[src/rtl/pipeline_branch_unit_pkg.sv]
// Shared definitions for the MEM-stage branch resolution unit:
// branch condition codes, BHT counter states and the counter update rule.
package pipeline_branch_unit_pkg;

    // funct3 encodings of the conditional branches.
    // The values 010 and 011 are not branches and never evaluate as taken.
    typedef enum logic [2:0] {
        F3_BEQ  = 3'b000,
        F3_BNE  = 3'b001,
        F3_BLT  = 3'b100,
        F3_BGE  = 3'b101,
        F3_BLTU = 3'b110,
        F3_BGEU = 3'b111
    } br_funct3_e;

    // 2-bit saturating counter states. Bit 1 is the taken prediction.
    localparam logic [1:0] CNT_SNT = 2'b00;  // strongly not-taken
    localparam logic [1:0] CNT_WNT = 2'b01;  // weakly not-taken
    localparam logic [1:0] CNT_WT  = 2'b10;  // weakly taken
    localparam logic [1:0] CNT_ST  = 2'b11;  // strongly taken

    // Every history entry starts out weakly not-taken.
    localparam logic [1:0] BHT_RESET = CNT_WNT;

    // Moves a counter one step toward the resolved outcome, saturating at the ends.
    function automatic logic [1:0] bht_next(input logic [1:0] cnt, input logic taken);
        if (taken) begin
            return (cnt == CNT_ST) ? CNT_ST : cnt + 2'd1;
        end
        return (cnt == CNT_SNT) ? CNT_SNT : cnt - 2'd1;
    endfunction

endpackage

[src/rtl/pipeline_branch_unit_branch_cond_eval.sv]
// Combinational branch condition evaluator: maps funct3 and the ALU
// comparison flags to a single "condition holds" bit.
module branch_cond_eval
    import pipeline_branch_unit_pkg::*;
(
    input  logic [2:0] funct3,
    input  logic       zero,
    input  logic       lt,
    input  logic       ltu,
    output logic       cond
);

    // Select the flag (or its inverse) named by funct3; unused codes give 0.
    always_comb begin
        // NOTE: cond gets a default before the case so that no path leaves it
        // unassigned, which would otherwise infer a latch.
        cond = 1'b0;
        case (funct3)
            F3_BEQ:  cond = zero;
            F3_BNE:  cond = ~zero;
            F3_BLT:  cond = lt;
            F3_BGE:  cond = ~lt;
            F3_BLTU: cond = ltu;
            F3_BGEU: cond = ~ltu;
            default: cond = 1'b0;
        endcase
    end

endmodule

[src/rtl/pipeline_branch_unit.sv]
// MEM-stage branch resolution unit. Resolves conditional branches and
// jumps, issues a one-cycle redirect/flush on a mispredict, trains a
// bimodal branch history table used for fetch-stage prediction, and keeps
// saturating counts of resolved control transfers and mispredicts.
module pipeline_branch_unit
    import pipeline_branch_unit_pkg::*;
#(
    parameter int XLEN      = 32,
    parameter int BHT_DEPTH = 64,
    parameter int CNT_W     = 16
) (
    input  logic            clk,
    input  logic            rst_n,

    input  logic [XLEN-1:0] pc_if,
    output logic            pred_taken_if,

    input  logic            valid_in_Mem,
    input  logic [XLEN-1:0] pc_in_Mem,
    input  logic [XLEN-1:0] target_in_Mem,
    input  logic            Branch_in_Mem,
    input  logic            Jump_in_Mem,
    input  logic [2:0]      funct3_in_Mem,
    input  logic            zero_in_Mem,
    input  logic            lt_in_Mem,
    input  logic            ltu_in_Mem,
    input  logic            pred_taken_in_Mem,

    output logic            PCSrc,
    output logic [XLEN-1:0] redirect_pc,
    output logic            flush,

    input  logic            stat_clr,
    output logic [CNT_W-1:0] br_cnt,
    output logic [CNT_W-1:0] mis_cnt
);

    localparam int IDX_W = $clog2(BHT_DEPTH);

    logic [1:0]       bht [BHT_DEPTH];
    logic [IDX_W-1:0] if_idx;
    logic [IDX_W-1:0] mem_idx;
    logic             cond;
    logic             resolve;
    logic             taken;
    logic             mispredict;
    logic [XLEN-1:0]  fallthrough_pc;
    logic [XLEN-1:0]  next_redirect;
    logic             unused_pc_bits;

    branch_cond_eval u_cond (
        .funct3 (funct3_in_Mem),
        .zero   (zero_in_Mem),
        .lt     (lt_in_Mem),
        .ltu    (ltu_in_Mem),
        .cond   (cond)
    );

    // Word-aligned PC bits select the history entry; higher bits alias.
    assign if_idx  = pc_if[IDX_W+1:2];
    assign mem_idx = pc_in_Mem[IDX_W+1:2];

    // Bits of the fetch PC that play no part in the lookup.
    assign unused_pc_bits = ^{pc_if[XLEN-1:IDX_W+2], pc_if[1:0]};

    // Fetch prediction reads the stored counter directly: an update landing
    // on the same entry this cycle is seen only from the next cycle on.
    assign pred_taken_if = bht[if_idx][1];

    // Resolve the MEM-stage instruction; a wrong-path instruction sitting in
    // MEM during a flush cycle is ignored completely.
    always_comb begin
        resolve        = valid_in_Mem & (Branch_in_Mem | Jump_in_Mem) & ~flush;
        taken          = Jump_in_Mem | (Branch_in_Mem & cond);
        mispredict     = resolve & (taken != pred_taken_in_Mem);
        fallthrough_pc = pc_in_Mem + XLEN'(4);
        next_redirect  = taken ? target_in_Mem : fallthrough_pc;
    end

    // Redirect and flush pulse for one cycle after a mispredict; the redirect
    // address holds its last value between mispredicts.
    always_ff @(posedge clk or negedge rst_n) begin
        // NOTE: sequential state uses non-blocking assignments so that every
        // register samples pre-edge values regardless of statement order.
        if (!rst_n) begin
            PCSrc       <= 1'b0;
            flush       <= 1'b0;
            redirect_pc <= '0;
        end else begin
            PCSrc <= mispredict;
            flush <= mispredict;
            if (mispredict) begin
                redirect_pc <= next_redirect;
            end
        end
    end

    // Train the history table on resolved conditional branches only.
    always_ff @(posedge clk or negedge rst_n) begin
        // NOTE: the table is built from flops rather than a RAM macro because
        // every entry must return to weakly not-taken on reset.
        if (!rst_n) begin
            for (int i = 0; i < BHT_DEPTH; i++) begin
                bht[i] <= BHT_RESET;
            end
        end else if (resolve && Branch_in_Mem) begin
            bht[mem_idx] <= bht_next(bht[mem_idx], taken);
        end
    end

    // Saturating statistics; a clear wins over a same-cycle increment.
    always_ff @(posedge clk or negedge rst_n) begin
        if (!rst_n) begin
            br_cnt  <= '0;
            mis_cnt <= '0;
        end else if (stat_clr) begin
            br_cnt  <= '0;
            mis_cnt <= '0;
        end else begin
            if (resolve && (br_cnt != {CNT_W{1'b1}})) begin
                br_cnt <= br_cnt + CNT_W'(1);
            end
            if (mispredict && (mis_cnt != {CNT_W{1'b1}})) begin
                mis_cnt <= mis_cnt + CNT_W'(1);
            end
        end
    end

endmodule

[config.mk]
export PLATFORM = sky130hd
export DESIGN_NAME = pipeline_branch_unit
export DESIGN_NICKNAME = d
export VERILOG_FILES = /design/src/rtl/pipeline_branch_unit_pkg.sv /design/src/rtl/pipeline_branch_unit_branch_cond_eval.sv /design/src/rtl/pipeline_branch_unit.sv
export SDC_FILE = /design/constraint.sdc
export NUM_CORES = 1
export LEC_CHECK = 0
export CORE_ASPECT_RATIO = 0.7
export CORE_MARGIN = 2
export CORE_UTILIZATION = 54
export DETAILED_ROUTE_END_ITERATION = 10
export GPL_ROUTABILITY_DRIVEN = 0
export GPL_TIMING_DRIVEN = 0
export PLACE_DENSITY_LB_ADDON = 0.05
export SYNTH_ARGS = -nofsm -noshare
export SYNTH_HDL_FRONTEND = slang
export SYNTH_HIERARCHICAL = 1
export SYNTH_SLANG_ARGS = --single-unit
[constraint.sdc]
create_clock -name clk -period 6.38 [get_ports clk]
set_input_delay 1.595 -clock clk [delete_from_list [all_inputs] [get_ports clk]]
set_output_delay 1.595 -clock clk [all_outputs]
set_load 0.05 [all_outputs]
==> results by group <==
Yosys
  – Ranking of synthesized cells by area: dfrtp_1, dfstp_2, mux4_2
  – Syn nets: 1129
  – Mean Syn Cell Area: 10.4 um^2
  – Synth cell count leaders: nor2_1, dfrtp_1, a21oi_1, nand2_1, dfstp_2
  – Top_reg_cell synth: dfrtp_1
  – Synth Cell Area: 10600 um^2
  – Yosys top cell area share: 30.6%
  – Cell variety after synth: 60
  – Post-synth EDFFs: 0
  – #FFs+latches synth: 193
  – Post-Synthesis Cells: 1017
  – Area leader, netlist: dfrtp_1
  – Register area share after synthesis: 46.5%
  – FFs w/ async S/R, synth: 100%
  – Ys Warns: 6
  – Most frequent cell after synthesis: nor2_1

Pwr
  – Sequential fraction of design power: 43.7%
  – Comb pwr share: 24.4%
  – Leakage: 5.34 nW
  – Int Pwr: 2.30 mW
  – Maximum VDD drop: 0.230 mV
  – Clk pwr share: 31.9%
  – Total power: 3.38 mW
  – Sw frac: 32.0%
  – Power density over cell area: 260 nW/um^2
  – Switching pwr: 1.08 mW

Clocking
  – TritonCTS buffer count: 17
  – Hold_buf cts: 0
  – # H-tree levels: 4
  – CTS clk-pin slew, worst paths: 70 ps
  – Post-CTS setup buffers: 0
  – Clock sink total: 193
  – CTS max path bufs: 2
  – Root buf cell: clkbuf_16
  – Worst skew pair latency: 450 ps
  – CTS tree: yes

Critical path
  – WP data arrival: 4640 ps
  – Critical Path Most Common Cell: mux4_2
  – Critical Path Stages: 6
  – Reg2Reg Setup Slack: 3490 ps
  – Crit. End Element: output port
  – CP Data Required Time: 4790 ps
  – Worst setup path end: pred_taken_if
  – CP max stage cell: clkdlybuf4s50_1
  – FF-to-FF path depth: 9
  – Reg-to-Reg End: bht[54]
  – Setup crit start kind: input port
  – Critical-path cell list: clkbuf_1 -> clkbuf_2 -> mux4_2 -> mux4_2 -> mux4_2 -> clkdlybuf4s50_1
  – Crit Path Max Fanout: 10
  – CP top delay family: buffers and inverters
  – Origin of the critical flop-to-flop path: bht[104]
  – WS Path Type: in -> out
  – Critical Path Max Stage Delay: 710 ps
  – Crit path buffers/inverters: 3
  – Crit path from: pc_if[3]

Global routing
  – First-pass GRT wire length: 48300 um
  – GRT Util Overall: 31.1%
  – Number of global-route vias before repair: 8377
  – Pin count of the biggest net entering global routing: 107
  – Initial antenna violation count: 0
  – Gr ovfl total: 0

Placement
  – DP Area: 12400 um^2
  – Post-DP HPWL: 22300 um
  – Placed Cells: 1427
  – Buffers on Ports: 145
  – Pre-CTS WS: -586 ps

Final layout
  – FF/Latch Area: 4910 um^2
  – Post-route cell area: 13000 um^2
  – Fin cells: 1459
  – # nets final: 1294
  – Layout Utilization: 68.2%
  – Ant diodes: 0
  – Area grow syn2layout: 22.8%
  – Share of layout cells above drive strength 1: 20.9%
  – Filler Cells Inserted: 1516
  – Multi-input logic area: 5280 um^2

Detailed routing
  – Final WL: 31000 um
  – Router iterations before antenna repair: 5
  – Wire length per cell: 21.2 um
  – Residual DRC count: 0
  – Routed vias: 8784
  – Final ANT Viol Nets: 0
  – DR iter-0 viols: 897
  – DR vias/cell: 6.02

Floorplan
  – Rows: 42
  – Die W: 171 um
  – Die Area: 20700 um^2
  – Die height: 121 um
  – Initial Utilization: 55.5%
  – Top-level I/O count: 176
  – Core box area: 19000 um^2

Flow run
  – Max-cap check violation count: 0

Min path
  – Hold Path Depth: 2
  – Hold Crit Class: reg -> reg

STA
  – Number of setup violations in the final report: 0
  – Slew @ Worst Pin: 797 ps
  – Final Skew: 12.9 ps
  – Max_slew headroom: 46.4%
  – Hold Vio Cnt, Final: 0
  – Slew Limit Fails: 0
  – Fmax: 160 MHz
  – Hold WS: 471 ps
  – RSZ-0062 raised after global routing: no
  – Tcrit/Tclk final: 97.7%
  – Fin crit period: 6240 ps
  – Final setup margin: 144 ps
  – Setup TNS Final: 0 ps

Outcome
  – Status: complete, no violations
==> how the worst min path moves through the flow <==
stage | end | start
4_1_cts | bht[84] | bht[84]
6_report | bht[84] | bht[84]
2_1_floorplan | bht[84] | bht[84]
3_3_place_gp | bht[84] | bht[84]
3_5_place_dp | bht[84] | bht[84]
5_1_grt | bht[84] | bht[84]
==> power by group through the flow <==
stage | Combinational (mW) | Sequential, mW | Clock (mW)
after floorplan | 0.321 | 1.66 | 0
after global placement | 0.804 | 1.49 | 0
after detailed placement | 0.817 | 1.49 | 0
after CTS | 0.820 | 1.47 | 1.09
after global routing | 0.875 | 1.49 | 1.14
final | 0.824 | 1.48 | 1.08
==> sequential cells by signal (all words and copies together) (netlist names) <==
register	flops
bht	128
mis_cnt	16
redirect_pc	32
br_cnt	16
flush	1
==> worst reg2reg max path: cells and delay by family (launching register included) <==
kind | cells | cell delay (ps)
compound gates | 3 | 650
fa+ha+maj | 1 | 180
buf+inv | 2 | 650
flops | 1 | 530
mux | 2 | 590
simple gates | 1 | 190
==> cell families (layout without fill, tap and decap cells) <==
family,count (synthesis),after routing,synth area share [%]
muxes,137,137,18.6
buffers and inverters,71,249,3.59
DFF,193,193,46.5
AOI/OAI and AO/OA,172,172,9.84
and+or+nand+nor,381,381,16.1
xor gates and xnor gates,58,58,4.81
adders and majority gates,5,5,0.580
==> per-layer routing <==
layer	GRT usage, %	wire length, um
met1	45.3	13400
met3	10.1	3390
met2	44.1	13400
met5	0.512	0
met4	9.59	811
==> cell type report <==
type | instances | area share, %
repair buffers | 146 | 11.4
multi-input cells | 753 | 40.7
flip-flops and latches | 193 | 37.8
clock buffers | 23 | 3.76
inverters | 10 | 0.289
clock inverters | 9 | 0.762
plain buffers | 61 | 2.68
well taps | 264 | 2.55
==> placed cells by master (no fill, tap or decap), drive strengths merged, types with 3 or more instances in the layout <==
cell	netlist	final
and4	10	10
clkinvlp	0	3
mux2i	24	24
mux2	82	82
clkdlybuf4s50	0	144
mux4	31	31
and3b	3	3
xor2	31	31
a211oi	3	3
a21oi	83	83
o21ai	35	35
xnor2	27	27
nand3	31	31
nor3	7	7
dfstp	64	64
clkbuf	24	48
nand4	21	21
a31oi	9	9
buf	37	38
a32oi	3	3
a22oi	8	8
and2	7	7
o221ai	6	6
dfrtp	129	129
nand2	82	82
a21o	3	3
and3	14	14
clkinv	2	3
nor2b	10	10
nor2	186	186
a221oi	9	9
inv	8	12
ha	3	3
nor4	3	3
==> what timing repair did <==
item | 4_1_cts | 5_1_grt
gates resized for setup | 5 | 2
pin swaps | 0 | 0
gates cloned | 0 | 0
endpoints found under the setup margin | 1 | 1
Note: power is estimated with default switching activity, not from simulation.
